**config.mk**
```make
export PLATFORM = sky130hd
export DESIGN_NAME = iterative_shifter
export DESIGN_NICKNAME = d
export VERILOG_FILES = /design/src/rtl/iterative_shifter.sv
export SDC_FILE = /design/constraint.sdc
export NUM_CORES = 1
export LEC_CHECK = 0
export ABC_CLOCK_PERIOD_IN_PS = 4400
export CAP_MARGIN = 30
export CORE_UTILIZATION = 35
export CTS_BUF_LIST = sky130_fd_sc_hd__clkbuf_4 sky130_fd_sc_hd__clkbuf_8
export DETAILED_ROUTE_END_ITERATION = 10
export PLACE_DENSITY = 0.59
export SLEW_MARGIN = 20
export SYNTH_ARGS = -nofsm -noshare
export SYNTH_HDL_FRONTEND = slang
export SYNTH_SLANG_ARGS = --single-unit
```
**constraint.sdc**
```tcl
create_clock -name clk -period 4.4 [get_ports clk]
set_input_delay 0.66 -clock clk [delete_from_list [all_inputs] [get_ports clk]]
set_output_delay 0.66 -clock clk [all_outputs]
set_load 0.02 [all_outputs]
```
**src/rtl/iterative_shifter.sv**
```systemverilog
// iterative_shifter
//   Multi-cycle barrel shifter. A request is captured in IDLE, then the shift
//   amount is resolved STAGES_PER_CYCLE barrel stages per clock in BUSY, and
//   the registered result is held in DONE until the consumer takes it.
//   Operations: 00 SLL, 01 SRL, 10 SRA, 11 ROR.
// Ports
//   clk, rst            clock, asynchronous active-high reset
//   in_valid/in_ready   request handshake (in_data, in_shamt, in_op)
//   abort               cancel the operation in BUSY or DONE
//   out_valid/out_ready result handshake (out_data, out_zero)
//   busy                high while iterating
module iterative_shifter #(
    parameter int WIDTH            = 32,
    parameter int SHAMT_W          = 5,
    parameter int STAGES_PER_CYCLE = 1
) (
    input  logic               clk,
    input  logic               rst,
    input  logic               in_valid,
    output logic               in_ready,
    input  logic [WIDTH-1:0]   in_data,
    input  logic [SHAMT_W-1:0] in_shamt,
    input  logic [1:0]         in_op,
    input  logic               abort,
    output logic               out_valid,
    input  logic               out_ready,
    output logic [WIDTH-1:0]   out_data,
    output logic               out_zero,
    output logic               busy
);

    localparam int S  = STAGES_PER_CYCLE;
    localparam int N  = (SHAMT_W + S - 1) / S;
    localparam int KW = (N > 1) ? $clog2(N) : 1;
    localparam logic [KW-1:0] K_LAST = KW'(N - 1);

    typedef enum logic [1:0] {
        IDLE = 2'd0,
        BUSY = 2'd1,
        DONE = 2'd2
    } state_t;

    state_t             state;
    state_t             state_next;
    logic               accept;
    logic               finish;
    logic [WIDTH-1:0]   work;
    logic [SHAMT_W-1:0] shamt;
    logic [1:0]         op;
    logic               fill;
    logic [KW-1:0]      k;
    logic [WIDTH-1:0]   stage_out;

    // Apply every barrel stage belonging to iteration k. Stage j moves the
    // word by 2^j when shamt[j] is set; 2^j < WIDTH so ROR/SRA never shift
    // by the full width.
    function automatic logic [WIDTH-1:0] apply_stages(
        input logic [WIDTH-1:0]   d,
        input logic [SHAMT_W-1:0] sh,
        input logic [1:0]         o,
        input logic               f,
        input logic [KW-1:0]      it
    );
        logic [WIDTH-1:0] r;
        r = d;
        for (int j = 0; j < SHAMT_W; j++) begin
            if ((KW'(j / S) == it) && sh[j]) begin
                case (o)
                    2'b00:   r = r << (1 << j);
                    2'b01:   r = r >> (1 << j);
                    2'b10:   r = (r >> (1 << j)) | ({WIDTH{f}} << (WIDTH - (1 << j)));
                    2'b11:   r = (r >> (1 << j)) | (r << (WIDTH - (1 << j)));
                    default: r = r;
                endcase
            end else begin
                r = r;
            end
        end
        return r;
    endfunction

    assign stage_out = apply_stages(work, shamt, op, fill, k);

    // Handshake flags decoded from the state register; in_ready is also
    // masked by rst so nothing looks acceptable while reset is held.
    assign in_ready  = (state == IDLE) && !rst;
    assign out_valid = (state == DONE);
    assign busy      = (state == BUSY);

    // State register.
    always_ff @(posedge clk or posedge rst) begin
        if (rst) begin
            state <= IDLE;
        end else begin
            state <= state_next;
        end
    end

    // Next-state logic; abort is only honoured outside IDLE and wins over a
    // finishing iteration so a cancelled result is never published.
    always_comb begin
        state_next = state;
        accept     = 1'b0;
        finish     = 1'b0;
        case (state)
            IDLE: begin
                if (in_valid) begin
                    state_next = BUSY;
                    accept     = 1'b1;
                end else begin
                    state_next = IDLE;
                end
            end
            BUSY: begin
                if (abort) begin
                    state_next = IDLE;
                end else if (k == K_LAST) begin
                    state_next = DONE;
                    finish     = 1'b1;
                end else begin
                    state_next = BUSY;
                end
            end
            DONE: begin
                if (abort || out_ready) begin
                    state_next = IDLE;
                end else begin
                    state_next = DONE;
                end
            end
            default: begin
                state_next = IDLE;
            end
        endcase
    end

    // Operand capture, iteration and result registers. The SRA fill bit is
    // latched from the original operand so later stages keep the true sign.
    always_ff @(posedge clk or posedge rst) begin
        if (rst) begin
            work     <= {WIDTH{1'b0}};
            shamt    <= {SHAMT_W{1'b0}};
            op       <= 2'b00;
            fill     <= 1'b0;
            k        <= {KW{1'b0}};
            out_data <= {WIDTH{1'b0}};
            out_zero <= 1'b1;
        end else if (accept) begin
            work  <= in_data;
            shamt <= in_shamt;
            op    <= in_op;
            fill  <= in_data[WIDTH-1];
            k     <= {KW{1'b0}};
        end else if ((state == BUSY) && !abort) begin
            work <= stage_out;
            k    <= k + KW'(1);
            if (finish) begin
                out_data <= stage_out;
                out_zero <= ~|stage_out;
            end else begin
                out_data <= out_data;
            end
        end else begin
            work <= work;
        end
    end

endmodule

```
==> metrics.md <==
| Metric | Value |
|---|---|
| CTS clock-pin slew for the worst setup and hold paths | 0.10 ns |
| Drt first-iter violations | 1630 |
| Vias in the first global route | 9687 |
| Sequential area share after synthesis | 23.6% |
| Largest net degree at the start of global routing | 68 |
| Area added between synthesis and finish | 19.7% |
| Layout filler cell count | 2384 |
| Post-Synthesis Cells | 1131 |
| Number of max-cap violations | 0 |
| Kind of critical path | reg2reg |
| DR DRC count | 0 |
| Vias | 10400 |
| Die ar. | 24300 um2 |
| ANT cells | 0 |
| Post-route ant nets | 0 |
| Mean Syn Cell Area | 7.32 um2 |
| Slew headroom | 42.0% |
| Grt ovf | 0 |
| CP max FO | 59 |
| Sink Count | 78 |
| Crit path DAT | 4.52 ns |
| WL/cell | 30.8 um |
| Worst-margin pin slew | 0.862 ns |
| Clock Tree Buf Depth | 2 |
| Die width | 156 um |
| Routed wire length | 46.2 mm |
| Top cells by area, synth | dfrtp_1 (23%), nand2_1 (6.8%), o21ai_0 (6.4%) |
| Total GRT Usage | 38.4% |
| Drt pass-1 iters | 7 |
| Core Region | 22900 um2 |
| Endpoint type of the worst setup path | register |
| Placer congestion estimate | 1.07 |
| Asr flop ratio synth | 100% |
| Post-route setup TNS | 0 ns |
| Post-synth top area share | 23.3% |
| Initial core utilization | 36.1% |
| Vias per cell | 6.96 |
| Min-Delay Path Class | reg2reg |
| Clock latency on the worst-skew pair | 0.38 ns |
| F_max | 237 MHz |
| Skew final | 0.0199 ns |
| Die height | 156 um |
| Layout cells sized above 1 | 13.0% |
| First-pass GRT wire length | 67.4 mm |
| Setup Buffers After CTS | 0 |
| Hold_buf cts | 0 |
| Hold Vio Cnt, Final | 0 |
| Library cells used by synthesis | 84 |
| Layout Utilization | 43.2% |
| Yosys reg bits | 78 |
| Period minus WS final | 4.22 ns |
| YS warnings | 0 |
| Endpoints failing setup | 0 |
| Post-synth EDFFs | 0 |
| Outcome | complete, no violations |
| DP HPWL | 34.9 mm |
| CTS Buf Count | 9 |
| RSZ-0062 raised after global routing | false |
| Final worst path period share | 96.0% |
| IO Count | 80 |
| Post-CTS sizing | 0 |
| Root buf cell | clkbuf_8 |
| CTS tree | yes |
| Row cnt | 55 |
| Max Slew Vio Count | 0 |
| Ys flop type | dfrtp_1 |
| Mapped cell area | 8280 um2 |
| WP data required | 4.70 ns |
| Cell taking the most area after synthesis | dfrtp_1 |
| Initial antenna violation count | 0 |
| Final net count | 1232 |
| Buffers on Ports | 79 |
| CP startpoint kind | register |
| Syn_nets | 1180 |
| Htree depth | 3 |
## synthesized netlist by cell type (9+ instances only)
master	count
a221oi_1	16
a22oi_1	34
nor3_1	47
a21oi_1	80
nand3_1	39
clkbuf_1	65
dfrtp_1	77
o22ai_1	23
o211ai_1	13
o31ai_1	19
o21ai_0	106
o21a_1	18
a21o_1	10
o221ai_1	10
nand2_1	150
mux2_2	9
buf_2	41
a31oi_1	17
nor2_1	81
a211o_1	13
buf_1	9
mux4_2	9
and3_1	10
a211oi_1	36
mux2i_1	18
nor3b_1	14
## metrics by stage
step | hold WS, ns | cell area (um2) | cells | setup WS [ns]
2_1_floorplan | 0.481 | 8280 | 1131 | 1.25
3_3_place_gp | 0.456 | 9660 | 1483 | -0.0856
3_5_place_dp | 0.458 | 9680 | 1484 | 0.215
4_1_cts | 0.487 | 9890 | 1500 | 0.155
5_1_grt | 0.501 | 9910 | 1501 | 0.00182
6_report | 0.484 | 9910 | 1501 | 0.177
## worst paths after layout
| path | startpoint | to | slack (ns) | cells after the start |
|---|---|---|---|---|
| min in group asynchronous | rst | out_data[0] | 0.62 | 2 |
| worst max register to register | k[0] | out_zero | 0.18 | 13 |
| max in group asynchronous | rst | out_zero | 3.06 | 3 |
| worst min register to register | out_data[16] | out_data[16] | 0.48 | 2 |
| worst min-delay path | out_data[16] | out_data[16] | 0.48 | 2 |
| worst max-delay path | k[0] | out_zero | 0.18 | 13 |
## placed cells by master (no fill, tap or decap), types with 6 or more instances in the layout
cell	count
nand2_1	150
a32oi_1	6
nor3b_1	13
o221ai_1	10
a21o_1	10
or2_2	6
buf_4	78
o21a_1	18
o21ai_0	106
a211o_1	13
o32ai_1	7
a211oi_1	35
dfrtp_1	77
mux4_2	9
nor2_1	79
o31ai_1	19
o2111ai_1	6
a31oi_1	17
a22oi_1	34
mux2i_1	17
o211ai_1	13
o22ai_1	23
mux2_2	9
clkbuf_8	9
nor4_1	7
nor3_1	47
nand3_1	38
buf_12	10
a21oi_1	80
a221oi_1	16
a311oi_1	7
inv_1	6
and3_1	10
clkdlybuf4s50_1	79
## cells by family after synthesis
family | count (synthesis) | synth area share [%]
simple gates | 395 | 22.4
compound gates | 479 | 39.4
xor+xnor | 3 | 0.317
fa+ha+maj | 5 | 0.756
buf+inv | 134 | 7.50
mux | 37 | 6.03
flops | 78 | 23.6
## critical path, cell delays in order (launching register included)
cell,delay (ns)
dfrtp_1,0.42
inv_1,0.08
ha_1,0.34
and3b_2,0.30
buf_12,0.20
nand2_1,0.28
o22ai_1,0.17
or2_2,0.39
a221oi_1,0.51
a311o_1,0.24
a211oi_1,0.17
nor4bb_1,0.52
nand4_1,0.23
o31ai_2,0.27
## registers in the layout, indices dropped and copies added (netlist names)
name and cells:
work 32, op 2, fill 1, k 3, state 2, out_data 32
out_zero 1, shamt 5
## per-layer routing
layer,vias up,wire length [um],global-route usage [%]
li1,4446,-,-
met4,0,2880,19.7
met5,-,0,0
met2,864,19400,56.9
met3,180,5870,10.4
met1,4950,18100,50.9
## layout make-up
| class | count | area (um2) | share of cell area [%] |
|---|---|---|---|
| Tap cell | 313 | 392 | 3.95 |
| Clock buffer | 9 | 124 | 1.25 |
| Timing Repair Buffer | 168 | 1580 | 16.0 |
| Clock inverter | 7 | 87.6 | 0.884 |
| Sequential cell | 78 | 1950 | 19.7 |
| Multi-Input combinational cell | 919 | 5750 | 58.0 |
| Inverter | 7 | 27.5 | 0.278 |
Power is left out: the tool's default activity adds up to more than one toggle a clock period on the data nets, which glitch-free logic cannot reach.
